`src/rtl/predict.sv`:
```
// Predict stage of a lifting wavelet: pairs even/odd samples, emits the detail
// coefficient (odd - even) followed by the even sample for the update stage.
module predict #(
    parameter int DATA_W = 8
) (
    input  logic              clk,
    input  logic              rst,
    input  logic [DATA_W-1:0] sample_in,
    input  logic              sample_valid,
    input  logic              sample_last,
    output logic              sample_ready,
    output logic [DATA_W-1:0] detail_cofficient,
    output logic              detail_valid,
    output logic [DATA_W-1:0] even_input,
    output logic              even_valid,
    output logic              frame_done,
    output logic [7:0]        pair_count
);

    typedef enum logic [1:0] {
        IDLE_EVEN,
        WAIT_ODD,
        EMIT_DETAIL,
        EMIT_EVEN
    } state_t;

    state_t            state;
    state_t            state_next;
    logic [DATA_W-1:0] even_reg;
    logic              last_flag;
    logic              transfer;

    assign transfer = sample_valid & sample_ready;

    // NOTE: sequential state uses non-blocking (<=) so every register samples
    // pre-edge values, independent of the order the blocks are evaluated.
    always_ff @(posedge clk or posedge rst) begin
        if (rst) begin
            state <= IDLE_EVEN;
        end else begin
            state <= state_next;
        end
    end

    // NOTE: every signal driven here gets a default first; a missing branch
    // would otherwise infer a latch.
    always_comb begin
        state_next   = state;
        sample_ready = 1'b0;
        detail_valid = 1'b0;
        even_valid   = 1'b0;
        frame_done   = 1'b0;
        case (state)
            IDLE_EVEN: begin
                sample_ready = 1'b1;
                if (transfer) begin
                    state_next = sample_last ? EMIT_DETAIL : WAIT_ODD;
                end
            end
            WAIT_ODD: begin
                sample_ready = 1'b1;
                if (transfer) begin
                    state_next = EMIT_DETAIL;
                end
            end
            EMIT_DETAIL: begin
                detail_valid = 1'b1;
                state_next   = EMIT_EVEN;
            end
            EMIT_EVEN: begin
                even_valid = 1'b1;
                frame_done = last_flag;
                state_next = IDLE_EVEN;
            end
            default: state_next = IDLE_EVEN;
        endcase
    end

    // A lone final even sample pads its odd partner with itself, so detail is 0.
    always_ff @(posedge clk or posedge rst) begin
        if (rst) begin
            even_reg          <= '0;
            last_flag         <= 1'b0;
            detail_cofficient <= '0;
            even_input        <= '0;
            pair_count        <= '0;
        end else begin
            case (state)
                IDLE_EVEN: begin
                    if (transfer) begin
                        even_reg <= sample_in;
                        if (sample_last) begin
                            detail_cofficient <= '0;
                            last_flag         <= 1'b1;
                        end
                    end
                end
                WAIT_ODD: begin
                    if (transfer) begin
                        detail_cofficient <= sample_in - even_reg;
                        last_flag         <= sample_last;
                    end
                end
                EMIT_DETAIL: begin
                    pair_count <= pair_count + 8'd1;
                    even_input <= even_reg;
                end
                EMIT_EVEN: begin
                    last_flag <= 1'b0;
                end
                default: ;
            endcase
        end
    end

endmodule

```
`config.mk`:
```
export PLATFORM = sky130hd
export DESIGN_NAME = predict
export DESIGN_NICKNAME = d
export VERILOG_FILES = /design/src/rtl/predict.sv
export SDC_FILE = /design/constraint.sdc
export NUM_CORES = 1
export LEC_CHECK = 0
export ABC_AREA = 1
export ABC_CLOCK_PERIOD_IN_PS = 4100
export BUFFER_PORTS_ARGS = -buffer_cell sky130_fd_sc_hd__buf_2
export CAP_MARGIN = 20
export CORE_MARGIN = 1.5
export CORE_UTILIZATION = 55
export CTS_CLUSTER_DIAMETER = 50
export DETAILED_ROUTE_END_ITERATION = 12
export PLACE_DENSITY = 0.81
export SLEW_MARGIN = 20
export SYNTH_ARGS = -nofsm -noshare
export SYNTH_HDL_FRONTEND = slang
export SYNTH_SLANG_ARGS = --single-unit
```
`constraint.sdc`:
```
create_clock -name clk -period 4.1 [get_ports clk]
set_input_delay 0.205 -clock clk [delete_from_list [all_inputs] [get_ports clk]]
set_output_delay 0.205 -clock clk [all_outputs]
set_load 0.02 [all_outputs]
```
======== Word level (Yosys, flattened, before mapping) ========
Cells that the tools add are included.
operators by class
  shift-type cells ........................ 0
  equality and inequality tests ........... 6
  bitwise gates (word level) .............. 1
  multipliers ............................. 0
  reductions and logical operators ........ 8
  div/mod/pow operators ................... 0
  add/sub/neg operators ................... 2
  muxes and demuxes ....................... 16
  magnitude comparators ................... 0
operator list
  operator                                                          count
  8-bit 2-to-1 mux                                                  3
  8-bit case mux with 2 select lines                                1
  8-bit by 1-bit adder with 8-bit output (second input constant)    1
  2-bit case mux with 4 select lines                                1
  4-bit AND reduction                                               2
  8-bit subtractor                                                  1
  1-bit 2-to-1 mux                                                  7
  2-bit 2-to-1 mux                                                  3
  2-bit inequality test (second input constant)                     3
  2-bit == test (second input constant)                             2
  2-bit AND reduction                                               2
  1-bit case mux with 3 select lines                                1
  3-bit nonzero test                                                1
  2-bit by 1-bit == test with 1-bit output (second input constant)  1
  2-bit zero test                                                   1
  2-bit nonzero test                                                1
  2-bit OR reduction                                                1
  1-bit bitwise AND                                                 1
word-level totals
  word-level logic and storage cells ...... 39
  bits of input ports ..................... 12
  ROM bits ................................ 0
  memories kept ........................... 0
  memory bits (writable) .................. 0
  register bits ........................... 35
  output and inout port bits .............. 28
  bits in latches ......................... 0

======== Logic depth before layout (Yosys ltp) ========
  depth in word-level cells ............... 6
  mapped depth ............................ 11
  gate-level depth less buffers ........... 11

======== Worst setup path before layout ========
No wires, ideal clock.
  kind .................................... reg-to-reg
  start point ............................. reg state[0]
  end point ............................... reg pair_count[7]
  setup time .............................. 0.118 ns
  required time ........................... 3.982 ns
  stages on the path, launching flop included .. 9
  data arrival time ....................... 1.491 ns
  period minus slack after synthesis ...... 1.609 ns
  buffers on the path ..................... 1
  path slack .............................. 2.491 ns
  cells stage by stage .................... dfrtp_1 > inv_1 > ha_1 > buf_2 > nand2_1 > nor2_1 > nand4_1 > xor2_1 > inv_1
between the ends
  cells in the longest elaborated chain, start to end .. 1
RTL lines
  element                 line  text
  from (decl)             27    state_t state;
  from (signal assigned)  41    state <= state_next;
  2-bit == test           88    case (state)
  to (signal assigned)    105   pair_count <= pair_count + 8'd1;
  to (decl)               17    output logic [7:0] pair_count
No other way between the ends.
A chain may end at the register's enable or synchronous reset.

======== Worst setup path after layout ========
Same ends and word-level chain as after synthesis.

==> out/qor.txt <==
WORST SETUP PATH
----------------------------------------------------------------------------------
Critical path destination ........................................... pair_count[7]
CP max FO ...........................................................            9
Endpoint type of the worst setup path ...............................     register
Critical register-to-register path startpoint .......................     state[0]
Critical path data arrival time .....................................      1960 ps
Logic depth of the worst register-to-register path ..................            7
Launch point of the worst path ......................................     state[0]
Launching element type of the critical path .........................     register
Reg2Reg Capture Point ............................................... pair_count[7]
Worst-case register-to-register setup slack .........................      2380 ps
CP Class ............................................................      reg2reg
Data required, critical path ........................................      4340 ps

TIMING
----------------------------------------------------------------------------------
Final-report setup violation count ..................................            0
Post-route minimum period ...........................................      1720 ps
Highest clock rate ..................................................      582 MHz
Final Hold Violating Endpoints ......................................            0
Number of max-slew violations in the final report ...................            0
Worst clock skew ....................................................      9.03 ps
Worst slew margin relative to its limit .............................        0.711
Final total negative setup slack ....................................         0 ps
Unrepaired setup endpoints after global routing .....................        false
Slew at the pin with the worst max-slew slack .......................       434 ps
Final worst-path cycle share ........................................        0.419

GLOBAL ROUTE
----------------------------------------------------------------------------------
Gr usage total ......................................................        0.212
Global-route wire length before repair ..............................      5640 um
Antenna violations before repair ....................................            0
Number of global-route vias before repair ...........................         1363
Pin count of the biggest net entering global routing ................           36
Total gr overflow ...................................................            0

SYNTH
----------------------------------------------------------------------------------
Synth Register Bits .................................................           35
Post-synth top area share ...........................................        0.479
Post-synth design cell area .........................................   1830 sq um
Warnings from Yosys .................................................            0
Cells after Synth ...................................................          209
Average cell area after synthesis ...................................   8.74 sq um
Synth area leaders .................................................. dfrtp_1, nand2_1, ha_1, inv_1, xor2_1
Yosys top cell by area ..............................................      dfrtp_1
Sequential-to-total area share from yosys stat ......................        0.479
Syn_nets ............................................................          235
Unique masters post-synth ...........................................           27

POWER AND IR DROP
----------------------------------------------------------------------------------
PnR Total Power .....................................................    0.00161 W
Leakage Power .......................................................      1.25 nW
Cell area power density .............................................  754 nW/um^2
Maximum VDD drop ....................................................   0.000367 V

FLOORPLANNING
----------------------------------------------------------------------------------
Boundary Pins .......................................................           40
Horizontal die dimension ............................................      60.6 um
Effective utilization at floorplan ..................................        0.589
Placeable core region ...............................................   3100 sq um
Overall die area ....................................................   3680 sq um
Row count ...........................................................           20
Die Height ..........................................................      60.6 um

FINISH
----------------------------------------------------------------------------------
Total Nets Final ....................................................          280
Most common library cell in the layout ignoring fill and taps .......      nand2_1
Diodes inserted .....................................................            0
Post-route standard cell area excluding fillers .....................   2130 sq um
Most used cells in the layout excluding fill and tap cells .......... nand2_1, buf_2, dfrtp_1
Total of fill cells in the finished design ..........................          264
Proportion of layout cells with a drive suffix above 1 ..............        0.239
Relative area change from synthesis to final layout .................        16.7%

CLOCKING
----------------------------------------------------------------------------------
Post-CTS Setup Inserts ..............................................            0
CTS root buffer .....................................................     clkbuf_4
Clock tree from TritonCTS ...........................................         done
Clock latency at the later pin of the worst-skew pair ...............       340 ps
Post-cts hold buffer count ..........................................            1
Clock sink count ....................................................           35
Clk slew on worst S/H paths .........................................       110 ps
H-tree Lvls .........................................................            2
Clock Tree Buf Depth ................................................            2
Number of gates given a new drive strength after cts ................            0
TritonCTS buffer count ..............................................            5

PLACE
----------------------------------------------------------------------------------
Count of buffers inserted at the top-level ports ....................           39
Cell area after placement ...........................................   2070 sq um
Placed wire-length estimate after detailed placement ................      2620 um
Gpl congestion ......................................................        0.843

DETAILED ROUTING
----------------------------------------------------------------------------------
Drt initial violations ..............................................           34
Via-to-Cell Ratio ...................................................         4.90
Pre-Repair DR Iteration Count .......................................            4
Remaining number of nets flagged by the antenna check after routing .            0
Wire length after detailed routing ..................................      3400 um
Average wire per standard cell ......................................      11.4 um
DRC .................................................................            0
Vias ................................................................         1465

STATUS
----------------------------------------------------------------------------------
Outcome .............................................................    completed

HOLD PATH
----------------------------------------------------------------------------------
Worst hold-check path type ..........................................       in2reg

FLOW RUN
----------------------------------------------------------------------------------
Number of max-cap violations ........................................            0

layer usage:
| metal | track usage | vias up | routed length (um) |
|---|---|---|---|
| met5 | 0 | - | 0 |
| met4 | 0.0932 | 0 | 72 |
| met3 | 0.0448 | 8 | 150 |
| met2 | 0.364 | 33 | 1590 |
| met1 | 0.258 | 684 | 1580 |
| li1 | - | 740 | - |
report_power, final:
group	switching [W]	total (W)	internal, W	leakage (nW)
clock	0.000120	0.000187	0.0000661	0.0282
combinational	0.000550	0.000843	0.000293	0.789
sequential	0.0000902	0.000579	0.000489	0.432
total	0.000760	0.00161	0.000848	1.25
synthesized netlist by cell type (all sizes together):
library cell	count
a21oi	10
nand4	1
clkbuf	1
buf	2
nand3	8
xnor2	3
fa	1
ha	13
dfrtp	35
o211ai	1
nand2	63
xor2	8
inv	32
o21ai	13
a22oi	1
nor2	13
or2	1
nand3b	2
and3b	1
worst max-delay path, cell delays in order (launching register included):
cell	delay [ps]
dfrtp_1	430
inv_1	110
ha_1	390
nand2_1	90
nor2_1	240
nand4_1	150
xor2_1	150
inv_1	50
final cells by class:
type                    instances  area (sq um)  share of cell area
well taps                      44          55.1              0.0258
repair buffers                 41           213              0.0998
clock buffers                   6          41.3              0.0194
multi-input cells             139           812               0.381
clock inverters                 2          12.5             0.00587
inverters                      32           123              0.0575
flip-flops and latches         35           876               0.411
how the worst min path moves through the flow:
| stage | startpoint | end | slack (ps) | cells past startpoint |
|---|---|---|---|---|
| 6_report | sample_in[7] | even_reg[7] | 120 | 3 |
| 5_1_grt | sample_in[7] | even_reg[7] | 160 | 3 |
| 4_1_cts | sample_in[7] | even_reg[7] | 120 | 3 |
| 3_5_place_dp | rst | state[0] | 320 | 3 |
| 3_3_place_gp | rst | state[1] | 330 | 3 |
| 2_1_floorplan | sample_in[7] | even_reg[7] | 350 | 2 |
metrics by stage:
step	hold slack, ps	util	setup WS [ps]	cells
floorplan	350	-	2490	209
global placement	326	0.667	2460	290
detailed placement	323	0.667	2410	290
CTS	118	0.687	2360	299
global route	155	0.687	2260	299
finish	122	0.687	2380	299
logic make-up (layout without fill, tap and decap cells):
logic type | Yosys count | in the layout | synth area share
flops | 35 | 35 | 0.479
buf+inv | 35 | 81 | 0.0760
xor+xnor | 11 | 11 | 0.0527
simple gates | 89 | 89 | 0.212
compound gates | 25 | 25 | 0.0795
fa+ha+maj | 14 | 14 | 0.100
(Power assumes the default switching activity.)
